===== src/rtl/mr_lsu_pkg.sv =====
// Shared types and constants for the mr-soc load/store unit.
// Memop/size encodings match what the execute stage drives.
package mr_lsu_pkg;

  localparam int XLEN        = 32;
  localparam int REGSEL_BITS = 5;

  typedef enum logic [1:0] {
    MEMOP_NONE  = 2'd0,
    MEMOP_LOAD  = 2'd1,
    MEMOP_STORE = 2'd2
  } e_memops;

  typedef enum logic [1:0] {
    MEMSZ_B = 2'd0,
    MEMSZ_H = 2'd1,
    MEMSZ_W = 2'd2
  } e_memsz;

  typedef enum logic [1:0] {
    S_IDLE = 2'd0,
    S_MEM  = 2'd1,
    S_WB   = 2'd2
  } e_lsu_state;

endpackage


===== src/rtl/mr_lsu_lanes.sv =====
// Byte-lane logic for the LSU: store strobe/data steering, load shift and
// extend, and alignment check. Purely combinational.
module mr_lsu_lanes
  import mr_lsu_pkg::*;
(
  input  logic [1:0]      st_off,
  input  e_memsz          st_size,
  input  logic [XLEN-1:0] st_payload,
  output logic [3:0]      st_wstrb,
  output logic [XLEN-1:0] st_wdata,
  output logic            misaligned,
  input  logic [1:0]      ld_off,
  input  e_memsz          ld_size,
  input  logic            ld_signed,
  input  logic [XLEN-1:0] ld_rdata,
  output logic [XLEN-1:0] ld_data
);

  logic [XLEN-1:0] shifted;

  assign shifted = ld_rdata >> {ld_off, 3'b000};

  // NOTE: every output gets a default at the top of the block so that no
  // path through the case leaves a value unassigned, which would infer a latch.
  always_comb begin
    st_wstrb   = 4'b1111;
    st_wdata   = st_payload;
    misaligned = 1'b0;
    ld_data    = shifted;
    case (st_size)
      MEMSZ_B: begin
        st_wstrb = 4'b0001 << st_off;
        st_wdata = {4{st_payload[7:0]}};
      end
      MEMSZ_H: begin
        st_wstrb   = 4'b0011 << st_off;
        st_wdata   = {2{st_payload[15:0]}};
        misaligned = st_off[0];
      end
      default: misaligned = (st_off != 2'b00);
    endcase
    case (ld_size)
      MEMSZ_B: ld_data = {{24{ld_signed & shifted[7]}}, shifted[7:0]};
      MEMSZ_H: ld_data = {{16{ld_signed & shifted[15]}}, shifted[15:0]};
      default: ld_data = shifted;
    endcase
  end

endmodule


===== src/rtl/mr_lsu.sv =====
// Load/store stage: accepts ops from execute, runs one req/ack data access
// per aligned load/store, and hands results to writeback.
module mr_lsu
  import mr_lsu_pkg::*;
(
  input  logic                   clk,
  input  logic                   rst,
  input  logic                   ls_valid,
  output logic                   ls_ready,
  input  logic [XLEN-1:0]        ls_dest,
  input  logic [REGSEL_BITS-1:0] ls_dest_reg,
  input  e_memops                ls_memop,
  input  e_memsz                 ls_size,
  input  logic                   ls_signed,
  input  logic [XLEN-1:0]        ls_payload,
  output logic                   mem_req,
  output logic                   mem_we,
  output logic [XLEN-1:0]        mem_addr,
  output logic [XLEN-1:0]        mem_wdata,
  output logic [3:0]             mem_wstrb,
  input  logic                   mem_ack,
  input  logic [XLEN-1:0]        mem_rdata,
  output logic                   wb_valid,
  input  logic                   wb_ready,
  output logic [XLEN-1:0]        wb_value,
  output logic [REGSEL_BITS-1:0] wb_reg,
  output logic                   ls_misaligned
);

  e_lsu_state      state_q, state_d;
  logic            accept, is_mem, misaligned;
  logic [3:0]      st_wstrb;
  logic [XLEN-1:0] st_wdata, ld_data;
  logic [1:0]      off_q;
  e_memsz          size_q;
  logic            signed_q;

  mr_lsu_lanes u_lanes (
    .st_off     (ls_dest[1:0]),
    .st_size    (ls_size),
    .st_payload (ls_payload),
    .st_wstrb   (st_wstrb),
    .st_wdata   (st_wdata),
    .misaligned (misaligned),
    .ld_off     (off_q),
    .ld_size    (size_q),
    .ld_signed  (signed_q),
    .ld_rdata   (mem_rdata),
    .ld_data    (ld_data)
  );

  assign is_mem   = (ls_memop == MEMOP_LOAD) || (ls_memop == MEMOP_STORE);
  assign accept   = ls_valid & ls_ready;
  // Decoded from state so an async reset drops the request without a clock.
  assign mem_req  = (state_q == S_MEM);
  assign wb_valid = (state_q == S_WB);

  always_comb begin
    state_d  = state_q;
    ls_ready = 1'b0;
    case (state_q)
      S_IDLE: ls_ready = 1'b1;
      S_WB:   ls_ready = wb_ready;
      default: ls_ready = 1'b0;
    endcase
    case (state_q)
      S_MEM: if (mem_ack) state_d = mem_we ? S_IDLE : S_WB;
      default: begin
        if (accept) begin
          if (!is_mem)        state_d = S_WB;
          else if (misaligned) state_d = S_IDLE;
          else                 state_d = S_MEM;
        end else if (state_q == S_WB && wb_ready) begin
          state_d = S_IDLE;
        end
      end
    endcase
  end

  // NOTE: sequential state uses non-blocking assignments so every register
  // samples pre-edge values regardless of statement order.
  always_ff @(posedge clk or posedge rst) begin
    if (rst) state_q <= S_IDLE;
    else     state_q <= state_d;
  end

  always_ff @(posedge clk or posedge rst) begin
    if (rst) begin
      mem_we        <= 1'b0;
      mem_addr      <= '0;
      mem_wdata     <= '0;
      mem_wstrb     <= '0;
      wb_value      <= '0;
      wb_reg        <= '0;
      ls_misaligned <= 1'b0;
      off_q         <= '0;
      size_q        <= MEMSZ_B;
      signed_q      <= 1'b0;
    end else begin
      ls_misaligned <= 1'b0;
      if (accept) begin
        if (!is_mem) begin
          wb_value <= ls_dest;
          wb_reg   <= ls_dest_reg;
        end else if (misaligned) begin
          ls_misaligned <= 1'b1;
        end else begin
          mem_we    <= (ls_memop == MEMOP_STORE);
          mem_addr  <= {ls_dest[XLEN-1:2], 2'b00};
          mem_wdata <= st_wdata;
          mem_wstrb <= st_wstrb;
          wb_reg    <= ls_dest_reg;
          off_q     <= ls_dest[1:0];
          size_q    <= ls_size;
          signed_q  <= ls_signed;
        end
      end
      if (state_q == S_MEM && mem_ack && !mem_we) wb_value <= ld_data;
    end
  end

endmodule


===== config.mk =====
export PLATFORM = sky130hd
export DESIGN_NAME = mr_lsu
export DESIGN_NICKNAME = d
export VERILOG_FILES = /design/src/rtl/mr_lsu_pkg.sv /design/src/rtl/mr_lsu_lanes.sv /design/src/rtl/mr_lsu.sv
export SDC_FILE = /design/constraint.sdc
export NUM_CORES = 1
export LEC_CHECK = 0
export ABC_AREA = 1
export CAP_MARGIN = 20
export CORE_MARGIN = 4
export CORE_UTILIZATION = 45
export CTS_CLUSTER_DIAMETER = 30
export CTS_CLUSTER_SIZE = 40
export DETAILED_ROUTE_END_ITERATION = 16
export HOLD_SLACK_MARGIN = 0.15
export PLACE_DENSITY_LB_ADDON = 0.15
export SYNTH_ARGS = -nofsm -noshare
export SYNTH_HDL_FRONTEND = slang
export SYNTH_SLANG_ARGS = --single-unit

===== constraint.sdc =====
create_clock -name clk -period 5 [get_ports clk]
set_clock_uncertainty 0.2 [all_clocks]
set_input_delay 1.25 -clock clk [delete_from_list [all_inputs] [get_ports clk]]
set_output_delay 1.25 -clock clk [all_outputs]
set_load 0.01 [all_outputs]

==> summary.txt <==
Worst setup path
  – Critical path launch point type: input port
  – Worst path arrival time: 2500 ps
  – Crit-path leading delay family: buffers and inverters
  – CP Max Fanout: 3
  – CP Class: input port to primary output
  – Endpoint class of the critical path: primary output
  – Slowest stage delay, CP: 560 ps
  – Top cell by count, worst path: clkdlybuf4s50_1
  – Worst path cell trace: clkdlybuf4s50_1 -> inv_1 -> a21oi_2 -> clkdlybuf4s50_1
  – CP Buf/Inv Count: 3
  – Slowest-stage cell, CP: clkdlybuf4s50_1
  – CP Data Required Time: 3550 ps

STA
  – Final Hold Viols: 0
  – Worst relative slew slack: 38.0%
  – Total negative slack: 0 ps
  – Final setup fails: 0
  – Fmax: 0.253 GHz
  – Unrepaired setup endpoints after global routing: no
  – Min cycle time layout: 3950 ps
  – Fin crit share: 78.9%
  – Pins Over Slew Limit: 0
  – Worst Max-Slew Pin Slew: 931 ps

Die
  – Die area: 15000 sq um
  – Die H: 123 um
  – # rows: 41
  – Ports: 221
  – Core region area: 12700 sq um
  – Initial core utilization: 46.4%
  – Die X: 123 um

Final layout
  – Commonest non-fill, non-tap cell in the layout: nand2_1
  – # fillers: 1171
  – Top Registers: mem_wdata: 32 flops, wb_value: 32 flops, mem_addr: 30 flops
  – Commonest cells after routing, fill and taps aside: nand2_1, clkdlybuf4s50_1, dfrtp_1, nor2_1, nand3_1
  – Sequential Area: 2800 sq um
  – Nets: 1074
  – Area Overhead vs Synth: 41.0%
  – Area of the multi-input gates: 2550 sq um
  – Fin area: 8320 sq um
  – Antenna Cells: 0
  – Share of post-route cells with drive strength above 1: 7.76%

Global route
  – Global-route wire length before repair: 27300 um
  – Grt ovf: 0
  – Vias in the first global route: 5402
  – Largest net degree at the start of global routing: 140
  – Initial antenna violation count: 0
  – Global Route Usage Sum: 23.1%

Min path
  – Min-delay worst type: flop to flop

Synthesis
  – Seq/Total Area, Yosys: 47.5%
  – FF+latch count, synth: 112
  – Syn avg cell area: 7.63 sq um
  – Syn Std Cell Area: 5900 sq um
  – Post-Synthesis Cells: 774
  – Yosys cell types: 25
  – Post-synth EDFFs: 0
  – Syn. warnings: 0
  – Synth async-reset ratio: 100%
  – Predominant post-synthesis flop cell: dfrtp_1

Place
  – Buffers on Ports: 218
  – Gpl congestion: 0.924
  – Hpwl dp: 12600 um
  – Area after DPL: 8050 sq um

Route
  – Initial DRC Count: 415
  – Post-Route WL: 17400 um
  – Post-DRT Antenna Nets: 0
  – WL/cell: 15.3 um
  – DRT Pass-1 Iters: 6
  – DR vias/cell: 4.98
  – Vias post-DR: 5670
  – DRC: 0

Power and ir drop
  – Cell Int Power: 2.85 mW
  – Seq pwr share: 35.3%
  – Sw Ratio: 37.8%
  – Static Leak: 4.01 nW
  – VDD IR-drop max: 0.217 mV
  – Pwr/cell area: 550 nW/um^2
  – Clock share of power: 15.1%
  – Sw Pwr: 1.73 mW
  – Comb power frac: 49.6%

CTS
  – Clock Root Buffer: clkbuf_16
  – CTS tree: done
  – Total CTS buffers: 9
  – H-tree Lvls: 3
  – Clk slew on worst S/H paths: 70 ps
  – Worst skew pair latency: 350 ps
  – Clock Path Buffers: 2
  – Setup Fix Bufs, Post-CTS: 0
  – Cts repair resizes: 0
  – CTS Hold Bufs: 0
  – Sink Count: 112

Status
  – Status: finished clean

Flow run
  – Max-Cap Viols: 0
==> through the flow <==
step | util [%] | std cells | hold slack (ps) | total power [mW] | worst slack (ps)
2_1_floorplan | - | 775 | 249 | 2.77 | 591
3_3_place_gp | 63.3 | 1123 | 256 | 3.87 | 1070
3_5_place_dp | 63.3 | 1123 | 263 | 3.91 | 1050
4_1_cts | 65.4 | 1138 | 279 | 4.62 | 1050
5_1_grt | 65.4 | 1138 | 294 | 4.91 | 991
6_report | 65.4 | 1138 | 274 | 4.58 | 1050
==> layout make-up <==
class,instances,area share [%]
Clock buffer,13,3.13
Tap cell,172,2.59
Sequential cell,112,33.7
Multi-Input combinational cell,550,30.6
Clock inverter,2,0.180
Inverter,67,3.08
Timing Repair Buffer,222,26.7
==> kinds of logic after synthesis <==
logic type	count (synthesis)	share of synthesized area (%)
AOI/OAI and AO/OA	128	13.7
and+or+nand+nor	419	28.9
adders and majority gates	1	0.212
other	1	0.0635
DFF	112	47.5
buffers and inverters	113	9.62
==> cells in the mapped netlist, types with 2 or more instances <==
| cell type | number | area share, % |
|---|---|---|
| o21ai_1 | 24 | 2.0 |
| buf_6 | 13 | 2.5 |
| inv_2 | 7 | 0.45 |
| a21oi_1 | 27 | 2.3 |
| o211ai_1 | 5 | 0.64 |
| nand2_2 | 2 | 0.21 |
| nand2_1 | 264 | 17 |
| dfrtp_1 | 112 | 47 |
| nor2_1 | 77 | 4.9 |
| o21ai_2 | 41 | 6.1 |
| buf_4 | 7 | 0.89 |
| nand3_2 | 3 | 0.51 |
| inv_1 | 59 | 3.8 |
| o21ai_0 | 30 | 2.5 |
| nand3_1 | 70 | 5.9 |
| buf_2 | 14 | 1.2 |
| clkbuf_1 | 11 | 0.70 |
==> worst reg2reg max path, cell delays in order, from the launching register on <==
cell and delay, ps:
dfrtp_1 890, inv_2 450, nand2_1 200, nand3_1 130, nand3_2 310, inv_1 220
nor2_1 170, nor2_1 60
==> path summary, 6_finish.rpt <==
path | from | endpoint | slack (ps) | cells after the start
min | wb_reg[1] | wb_reg[1] | 270 | 2
max | wb_ready | ls_ready | 1050 | 4
max reg2reg | off_q[0] | wb_value[14] | 2270 | 7
min reg2reg | wb_reg[1] | wb_reg[1] | 270 | 2
max in group asynchronous | rst | mem_addr[13] | 2690 | 3
min in group asynchronous | rst | mem_wdata[17] | 1140 | 2
==> layer usage <==
metal	track usage [%]	vias up	routed length, um
met5	0	-	0
met4	8.96	0	477
met3	7.10	32	1580
met2	37.5	210	8270
met1	28.9	2601	7080
li1	-	2827	-
==> power by group through the flow <==
| stage | clock network, mW | logic, mW | registers, mW |
|---|---|---|---|
| 2_1_floorplan | 0 | 1.01 | 1.76 |
| 3_3_place_gp | 0 | 2.25 | 1.62 |
| 3_5_place_dp | 0 | 2.29 | 1.63 |
| 4_1_cts | 0.706 | 2.30 | 1.62 |
| 5_1_grt | 0.744 | 2.49 | 1.67 |
| 6_report | 0.692 | 2.27 | 1.62 |
Power figures use the tool's default switching activity.
